**src/rtl/adc_scan_sequencer.sv**
```systemverilog
// Scan sequencer for an 8-channel 12-bit serial ADC with a one-frame config pipeline.
// Each frame runs CONV -> SHIFT -> DONE; results are strobed and kept in a per-channel bank.
module adc_scan_sequencer #(
  parameter int CLK_DIV     = 2,
  parameter int CONV_CYCLES = 160
) (
  input  logic        clk,
  input  logic        reset,
  input  logic [7:0]  ch_enable,
  input  logic        auto_run,
  input  logic        start,
  output logic        busy,
  output logic        sample_valid,
  output logic [2:0]  sample_ch,
  output logic [11:0] sample_data,
  input  logic [2:0]  rd_addr,
  output logic [11:0] rd_data,
  output logic        adc_convst,
  output logic        adc_sclk,
  output logic        adc_sdi,
  input  logic        adc_sdo
);
  localparam int CW = $clog2(CONV_CYCLES + 1);
  localparam int PW = $clog2(CLK_DIV + 1);
  localparam logic [CW-1:0] CONV_LAST  = CW'(CONV_CYCLES - 1);
  localparam logic [PW-1:0] PHASE_LAST = PW'(CLK_DIV - 1);

  typedef enum logic [1:0] {IDLE, CONV, SHIFT, DONE} state_t;

  state_t        state_reg;
  logic [CW-1:0] conv_cnt_reg;
  logic [PW-1:0] phase_cnt_reg;
  logic [3:0]    bit_cnt_reg;
  logic [11:0]   shift_reg;
  logic [11:0]   sdi_word_reg;
  logic [2:0]    cur_ch_reg;
  logic [2:0]    prev_ch_reg;
  logic          primed_reg;
  logic          continuous_reg;
  logic [11:0]   bank [8];
  logic [5:0]    cfg_cur;
  logic          bank_we;

  function automatic logic [5:0] cfg_word(input logic [2:0] c);
    return {1'b1, c[0], c[2], c[1], 1'b1, 1'b0};
  endfunction

  function automatic logic [2:0] lowest_ch(input logic [7:0] mask);
    logic [2:0] r;
    r = 3'd0;
    for (int i = 7; i >= 0; i--) if (mask[i]) r = 3'(i);
    return r;
  endfunction

  function automatic logic [2:0] highest_ch(input logic [7:0] mask);
    logic [2:0] r;
    r = 3'd0;
    for (int i = 0; i < 8; i++) if (mask[i]) r = 3'(i);
    return r;
  endfunction

  // Nearest enabled channel above c, wrapping; falls back to c itself.
  function automatic logic [2:0] next_ch_after(input logic [2:0] c, input logic [7:0] mask);
    logic [2:0] r;
    logic [2:0] cand;
    r = c;
    for (int i = 7; i >= 1; i--) begin
      cand = c + 3'(i);
      if (mask[cand]) r = cand;
    end
    return r;
  endfunction

  assign cfg_cur = cfg_word(cur_ch_reg);
  assign bank_we = (state_reg == DONE) && primed_reg;

  always_ff @(posedge clk) begin
    if (reset) begin
      state_reg      <= IDLE;
      conv_cnt_reg   <= '0;
      phase_cnt_reg  <= '0;
      bit_cnt_reg    <= '0;
      shift_reg      <= '0;
      sdi_word_reg   <= '0;
      cur_ch_reg     <= '0;
      prev_ch_reg    <= '0;
      primed_reg     <= 1'b0;
      continuous_reg <= 1'b0;
      busy           <= 1'b0;
      sample_valid   <= 1'b0;
      sample_ch      <= '0;
      sample_data    <= '0;
      adc_convst     <= 1'b0;
      adc_sclk       <= 1'b0;
      adc_sdi        <= 1'b0;
    end else begin
      sample_valid <= 1'b0;
      case (state_reg)
        IDLE: begin
          primed_reg <= 1'b0;
          if ((auto_run || start) && ch_enable != 8'd0) begin
            state_reg      <= CONV;
            busy           <= 1'b1;
            adc_convst     <= 1'b1;
            conv_cnt_reg   <= '0;
            cur_ch_reg     <= lowest_ch(ch_enable);
            continuous_reg <= auto_run;
          end
        end
        CONV: begin
          if (conv_cnt_reg == CONV_LAST) begin
            state_reg     <= SHIFT;
            adc_convst    <= 1'b0;
            adc_sclk      <= 1'b0;
            adc_sdi       <= cfg_cur[5];
            sdi_word_reg  <= {cfg_cur[4:0], 7'd0};
            phase_cnt_reg <= '0;
            bit_cnt_reg   <= '0;
          end else begin
            conv_cnt_reg <= conv_cnt_reg + 1'b1;
          end
        end
        SHIFT: begin
          if (phase_cnt_reg == PHASE_LAST) begin
            phase_cnt_reg <= '0;
            if (!adc_sclk) begin
              // SDO is captured on the same edge that raises SCLK
              adc_sclk  <= 1'b1;
              shift_reg <= {shift_reg[10:0], adc_sdo};
            end else begin
              adc_sclk <= 1'b0;
              if (bit_cnt_reg == 4'd11) begin
                state_reg <= DONE;
                adc_sdi   <= 1'b0;
              end else begin
                bit_cnt_reg  <= bit_cnt_reg + 4'd1;
                adc_sdi      <= sdi_word_reg[11];
                sdi_word_reg <= {sdi_word_reg[10:0], 1'b0};
              end
            end
          end else begin
            phase_cnt_reg <= phase_cnt_reg + 1'b1;
          end
        end
        DONE: begin
          // The data just shifted in belongs to the channel configured one frame earlier
          if (primed_reg) begin
            sample_valid <= 1'b1;
            sample_ch    <= prev_ch_reg;
            sample_data  <= shift_reg;
          end
          prev_ch_reg <= cur_ch_reg;
          primed_reg  <= 1'b1;
          cur_ch_reg  <= next_ch_after(cur_ch_reg, ch_enable);
          if (auto_run) continuous_reg <= 1'b1;
          if (ch_enable == 8'd0 || (!auto_run && continuous_reg) ||
              (!auto_run && primed_reg && prev_ch_reg >= highest_ch(ch_enable))) begin
            state_reg <= IDLE;
            busy      <= 1'b0;
          end else begin
            state_reg    <= CONV;
            adc_convst   <= 1'b1;
            conv_cnt_reg <= '0;
          end
        end
        default: state_reg <= IDLE;
      endcase
    end
  end

  always_ff @(posedge clk) begin
    if (reset) begin
      for (int i = 0; i < 8; i++) bank[i] <= '0;
    end else if (bank_we) begin
      bank[prev_ch_reg] <= shift_reg;
    end
  end

  always_ff @(posedge clk) begin
    if (reset) rd_data <= '0;
    else       rd_data <= bank[rd_addr];
  end
endmodule

```
**config.mk**
```make
export PLATFORM = sky130hd
export DESIGN_NAME = adc_scan_sequencer
export DESIGN_NICKNAME = d
export VERILOG_FILES = /design/src/rtl/adc_scan_sequencer.sv
export SDC_FILE = /design/constraint.sdc
export NUM_CORES = 1
export LEC_CHECK = 0
export ABC_AREA = 1
export BUFFER_PORTS_ARGS = -buffer_cell sky130_fd_sc_hd__buf_2
export CORE_UTILIZATION = 35
export DETAILED_ROUTE_END_ITERATION = 10
export HOLD_SLACK_MARGIN = 0.1
export PLACE_DENSITY = 0.55
export SYNTH_ARGS = -nofsm -noshare
export SYNTH_HDL_FRONTEND = slang
export SYNTH_SLANG_ARGS = --single-unit
```
**constraint.sdc**
```tcl
create_clock -name clk -period 2.4 [get_ports clk]
set_input_delay 0.24 -clock clk [delete_from_list [all_inputs] [get_ports clk]]
set_output_delay 0.24 -clock clk [all_outputs]
set_load 0.1 [all_outputs]
```
After elaboration in Yosys (flattened, before gate mapping):

Memories as Yosys holds them, arrays and structs flattened. A register that Yosys moved wholly into a read port is not among the register bits.
Cells that the tools add are included.

* logic and storage cells: 175
* memories: 1
* bits of input ports: 16
* register bits: 68
* bits in writable memories: 96
* output and inout port bits: 32

* add/sub/neg operators: 10
* bitwise operators: 2
* reductions and logical operators: 29
* $lt $le $gt $ge: 8
* equality and inequality tests: 17
* muxes and demuxes: 91

Memory list
* bank: words 8, bits a word 12, read ports 1, clocked after Yosys merged registers in 1, write ports 8, line 40 `logic [11:0] bank [8];`

Operators by type and width (count)
* 2-to-1 mux 3 bit: 25
* 2-to-1 mux 12 bit: 5
* < comparator 3 x 4 -> 1 bit, second input constant: 7
* 2-to-1 mux 1 bit: 28
* 2-to-1 mux 8 bit: 3
* case mux 12 bit (2 select lines): 1
* case mux 8 bit (3 select lines): 1
* binary-select mux 1 bit (select 3 bit): 7
* != test 2 bit, second input constant: 9
* 2-to-1 mux 4 bit: 4
* AND reduction 3 bit: 5
* 2-to-1 mux 2 bit: 7
* adder 3 bit, second input constant: 4
* AND reduction 4 bit: 3
* OR reduction 12 bit: 1
* case mux 1 bit (2 select lines): 5
* AND reduction 5 bit: 2
* adder 8 x 1 -> 8 bit, second input constant: 1
* == test 8 bit, second input constant: 1
* logical NOT 8 bit: 1
* != test 8 x 1 -> 1 bit, second input constant: 1
* case mux 2 bit (4 select lines): 1
* case mux 4 bit (2 select lines): 1
* nonzero test 8 bit: 1
* 21 further kinds: 33

Logic depth before layout (Yosys ltp):

* depth in word-level cells: 14
* depth in mapped cells: 17
* depth with buffers taken out: 15

Worst setup path before layout:

Ideal clock, no wire load.

* path type: register -> register
* from: register adc_sclk
* to: register bit_cnt_reg[2]
* period minus slack after synthesis: 2.136 ns
* library setup time: 0.122 ns
* arrival: 2.015 ns
* stages on the path, launching flop included: 7
* path slack: 0.264 ns
* path buffers: 1
* data required time: 2.278 ns
* cells stage by stage: dfxtp_1 > nor2_1 > a211oi_4 > nand2_1 > buf_2 > nor3_1 > nor3b_2

* word-level cells in the longest chain between the ends: 2

Ends and longest elaborated chain
* start, declared: line 19 `output logic adc_sclk,`
* start signal, assigned: line 94 `adc_sclk <= 1'b0;`
* start signal, assigned: line 114 `adc_sclk <= 1'b0;`
* start signal, assigned: line 128 `adc_sclk <= 1'b1;`
* != test 2 bit (no source line)
* AND reduction 5 bit (no source line)
* end signal, assigned: line 136 `bit_cnt_reg <= bit_cnt_reg + 4'd1;`
* end, declared: line 33 `logic [3:0] bit_cnt_reg;`

Every way passes these cells.
A chain may end at the register's enable or synchronous reset.

Worst setup path after layout:

* from: register cur_ch_reg[1]
* to: register cur_ch_reg[1]

* word-level cells in the longest chain between the ends: 10
* elaborated cells between the ends (all ways): 31
* classes of those cells: add/sub (7); eq/ne (1); mux (22); reduce/logical (1)

Ends and longest elaborated chain
* start, declared: line 36 `logic [2:0] cur_ch_reg;`
* start signal, assigned: line 106 `cur_ch_reg <= lowest_ch(ch_enable);`
* start signal, assigned: line 154 `cur_ch_reg <= next_ch_after(cur_ch_reg, ch_enable);`
* adder 3 bit: line 68 `cand = c + 3'(i);`
* binary-select mux 1 bit (select 3 bit): line 69 `if (mask[cand]) r = cand;`
* 2-to-1 mux 1 bit (implied by the code): line 69
* 2-to-1 mux 3 bit (6 in a row): line 69
* case mux 3 bit (2 select lines): line 98 `case (state_reg)`

Several ways; a longest one is shown, not always the timed one. The select of a mux whose other input is x is not followed.

==> results.ini <==
[min_path]
hold_path_startpoint=reset
hp-class=input port to flip-flop

[cells_and_area]
syn_to_final_growth_pct=15.6
final_cells=1264
mostFrequentLayoutCell=nor2_1
diodes=0
drive_above_1_share_pct=15.9
finalNetCount=998
largest_reg_flops=96
regMostFlops=bank
most-common-layout-cells=nor2_1, nand2_1, o21ai_0

[timing]
max_slew_margin_pct=56.8
period_minus_slack_ps=1980
final.setup_skew_ps=12.6
max_slew.worst_pin.slew_ps=648
rsz0062_at_grt=false
timing.fmax_mhz=505
hold_violations=0
final_max_slew_viol_count=0
period_share_pct=82.6
setup_viol=0
setup_tns_ps=0

[floorplanning]
rows=54
die_w_um=152
ios=48
start_util_pct=36.0
dieArea_um2=23200
dieHeight_um=152
core_area_um2=22000

[critical_path]
path_depth=14
rr_worst_depth=14
end_kind=flip-flop
crit_slowest_cell=dfxtp_1
crit_fanout=9
crit_family=simple AND/OR/NAND/NOR gates
cp-start-kind=flip-flop
reg2reg_slack_ps=420
r2r-end=cur_ch_reg[1]$_SDFFE_PP0P_
crit_path_start=cur_ch_reg[1]$_SDFFE_PP0P_
crit_type=flip-flop to flip-flop
critical-path-max-stage-delay_ps=340
path_common_cell=nand2_1
crit_end=cur_ch_reg[1]$_SDFFE_PP0P_
path_cells=inv_2, ha_1, inv_1, nand3_1, nand2_4, nand2_2, nand2_4, nand2_1, nor2_1, nand2_1, nand3_1, nand2_1, nand2_1, a21oi_2
cp.required_ps=2720
r2r-start=cur_ch_reg[1]$_SDFFE_PP0P_
cp.arrival_ps=2310
crit_buf_inv=2

[route]
routedWlPerCell_um=15.3
wirelength_mm=19.3
drtPass1Iterations=8
ant_nets=0
first_iter_violations=336
vias=6218
drc=1
vias_per_cell=4.92

[clock_tree]
cts_inserted_buffers=17
path_clk_slew_ps=60
postCtsSetupBuffers=0
cts_sinks=168
insertion_delay_ps=430
cts_root_buf=clkbuf_16
cts_buffer_depth=2
cts_tree=yes
ctsHtreeMaxLevel=4

[global_routing]
grt_pass1_vias=5903
antenna_found_initial=0
grtUsageTotal_pct=17.0
grt_max_degree=49
grt_overflow=0
grt_pass1_wl_mm=30.8

[synthesis]
synth_warnings=0
ys_seq_area_share_pct=54.7
syn_nets=940
syn-instance-count=913
netlist_area_um2=7900
synth.avg_cell_area_um2=8.65
yosysUniqueCellTypes=44
synthArstFlopShare_pct=0
synth_edf_count=96
ys_ff_latch=168
ys.flop_type=edfxtp_1

[status]
violations=DRC
status=finished, violations left

[place]
placement.io_buffers=47
place.gp.congestion=0.861
hpwl_mm=13.1
dp.cells=1230

[run]
max-cap-violations=0

[power]
p_leak_uw=0.00357
powerDensity_nw_per_um2=992
vdd_drop_max_v=0.000872

[kinds of logic (layout without fill, tap and decap cells)]
| family | after synthesis | after routing | synth area share (%) |
|---|---|---|---|
| AO/OA/AOI/OAI | 207 | 207 | 14.4 |
| AND/OR/NAND/NOR | 408 | 408 | 22.3 |
| buffers and inverters | 112 | 183 | 5.80 |
| adder cells (fa/ha/maj) | 11 | 11 | 1.74 |
| flip-flops | 168 | 168 | 54.7 |
| XOR/XNOR | 7 | 7 | 1.01 |
[cell usage after synthesis, types with 3 or more instances]
master,count,share of area [%]
a211oi_1,3,0.29
a21oi_1,60,3.8
a31oi_1,13,1.0
buf_2,3,0.19
clkbuf_1,34,1.6
clkinv_1,15,0.71
dfxtp_1,72,18
edfxtp_1,96,36
ha_1,11,1.7
inv_1,48,2.3
inv_2,5,0.24
nand2_1,117,5.6
nand2_2,7,0.55
nand2_4,9,1.3
nand3_1,42,2.7
nand3_2,6,0.76
nand4_1,3,0.24
nor2_1,208,9.9
nor2_2,3,0.24
nor3_1,7,0.44
nor3b_1,3,0.29
o21ai_0,101,6.4
o21ai_1,5,0.32
o21ai_2,3,0.33
o22ai_1,12,0.95
xnor2_1,3,0.33
xor2_1,3,0.33
[worst reg2reg max path, cell delays in order, from the launching register on]
cell,delay (ps)
dfxtp_1,340
inv_2,100
ha_1,300
inv_1,170
nand3_1,150
nand2_4,120
nand2_2,70
nand2_4,80
nand2_1,50
nor2_1,100
nand2_1,110
nand3_1,120
nand2_1,60
nand2_1,70
a21oi_2,30
[how the worst min path moves through the flow]
stage                                         end  slack (ps)  depth (start not counted)
floorplan             prev_ch_reg[0]$_SDFFE_PP0P_         320                          1
global placement    phase_cnt_reg[1]$_SDFFE_PP0P_         420                          2
detailed placement  phase_cnt_reg[1]$_SDFFE_PP0P_         420                          2
CTS                    cur_ch_reg[2]$_SDFFE_PP0P_         140                          2
global route         sdi_word_reg[9]$_SDFFE_PP0P_         160                          2
finish                 cur_ch_reg[2]$_SDFFE_PP0P_         160                          2
[power breakdown]
part	internal [uW]	switching, uW
logic	858	2130
registers	3250	116
clock network	1490	1230
[routing by layer]
layer  part of all wire (%)  track usage (%)  vias to the layer above
li1                       -                -                     3183
met1                     45             21.1                     2908
met2                     49             29.3                      109
met3                    4.7             3.90                       18
met4                    1.3             5.10                        0
met5                      0                0                        -
[timing repair]
item                       in CTS  in global routing
resized for setup               0                  0
setup endpoints to repair       0                  0
hold buffers                    2                  0
hold endpoints to repair        2                  0
[through the flow]
| step | instance area, um2 | hold slack, ps | power [uW] | util [%] | setup slack, ps |
|---|---|---|---|---|---|
| after global placement | 8540 | 419 | 6400 | 38.9 | 375 |
| after detailed placement | 8540 | 421 | 6410 | 38.9 | 290 |
| after CTS | 9130 | 144 | 9110 | 41.6 | 399 |
| after floorplan | 7900 | 318 | 5760 | - | 264 |
| after global routing | 9130 | 165 | 9570 | 41.6 | 204 |
| final | 9130 | 155 | 9060 | 41.6 | 419 |
[area by class of cell]
type / instances / area (um2)
fill: 2166 / 12800
clock buffer: 18 / 439
clock inverter: 14 / 136
sequential: 168 / 4320
timing repair buffer: 82 / 503
multi-input combinational: 633 / 3120
inverter: 69 / 262
tap: 280 / 350
Note: power is estimated with default switching activity, not from simulation.
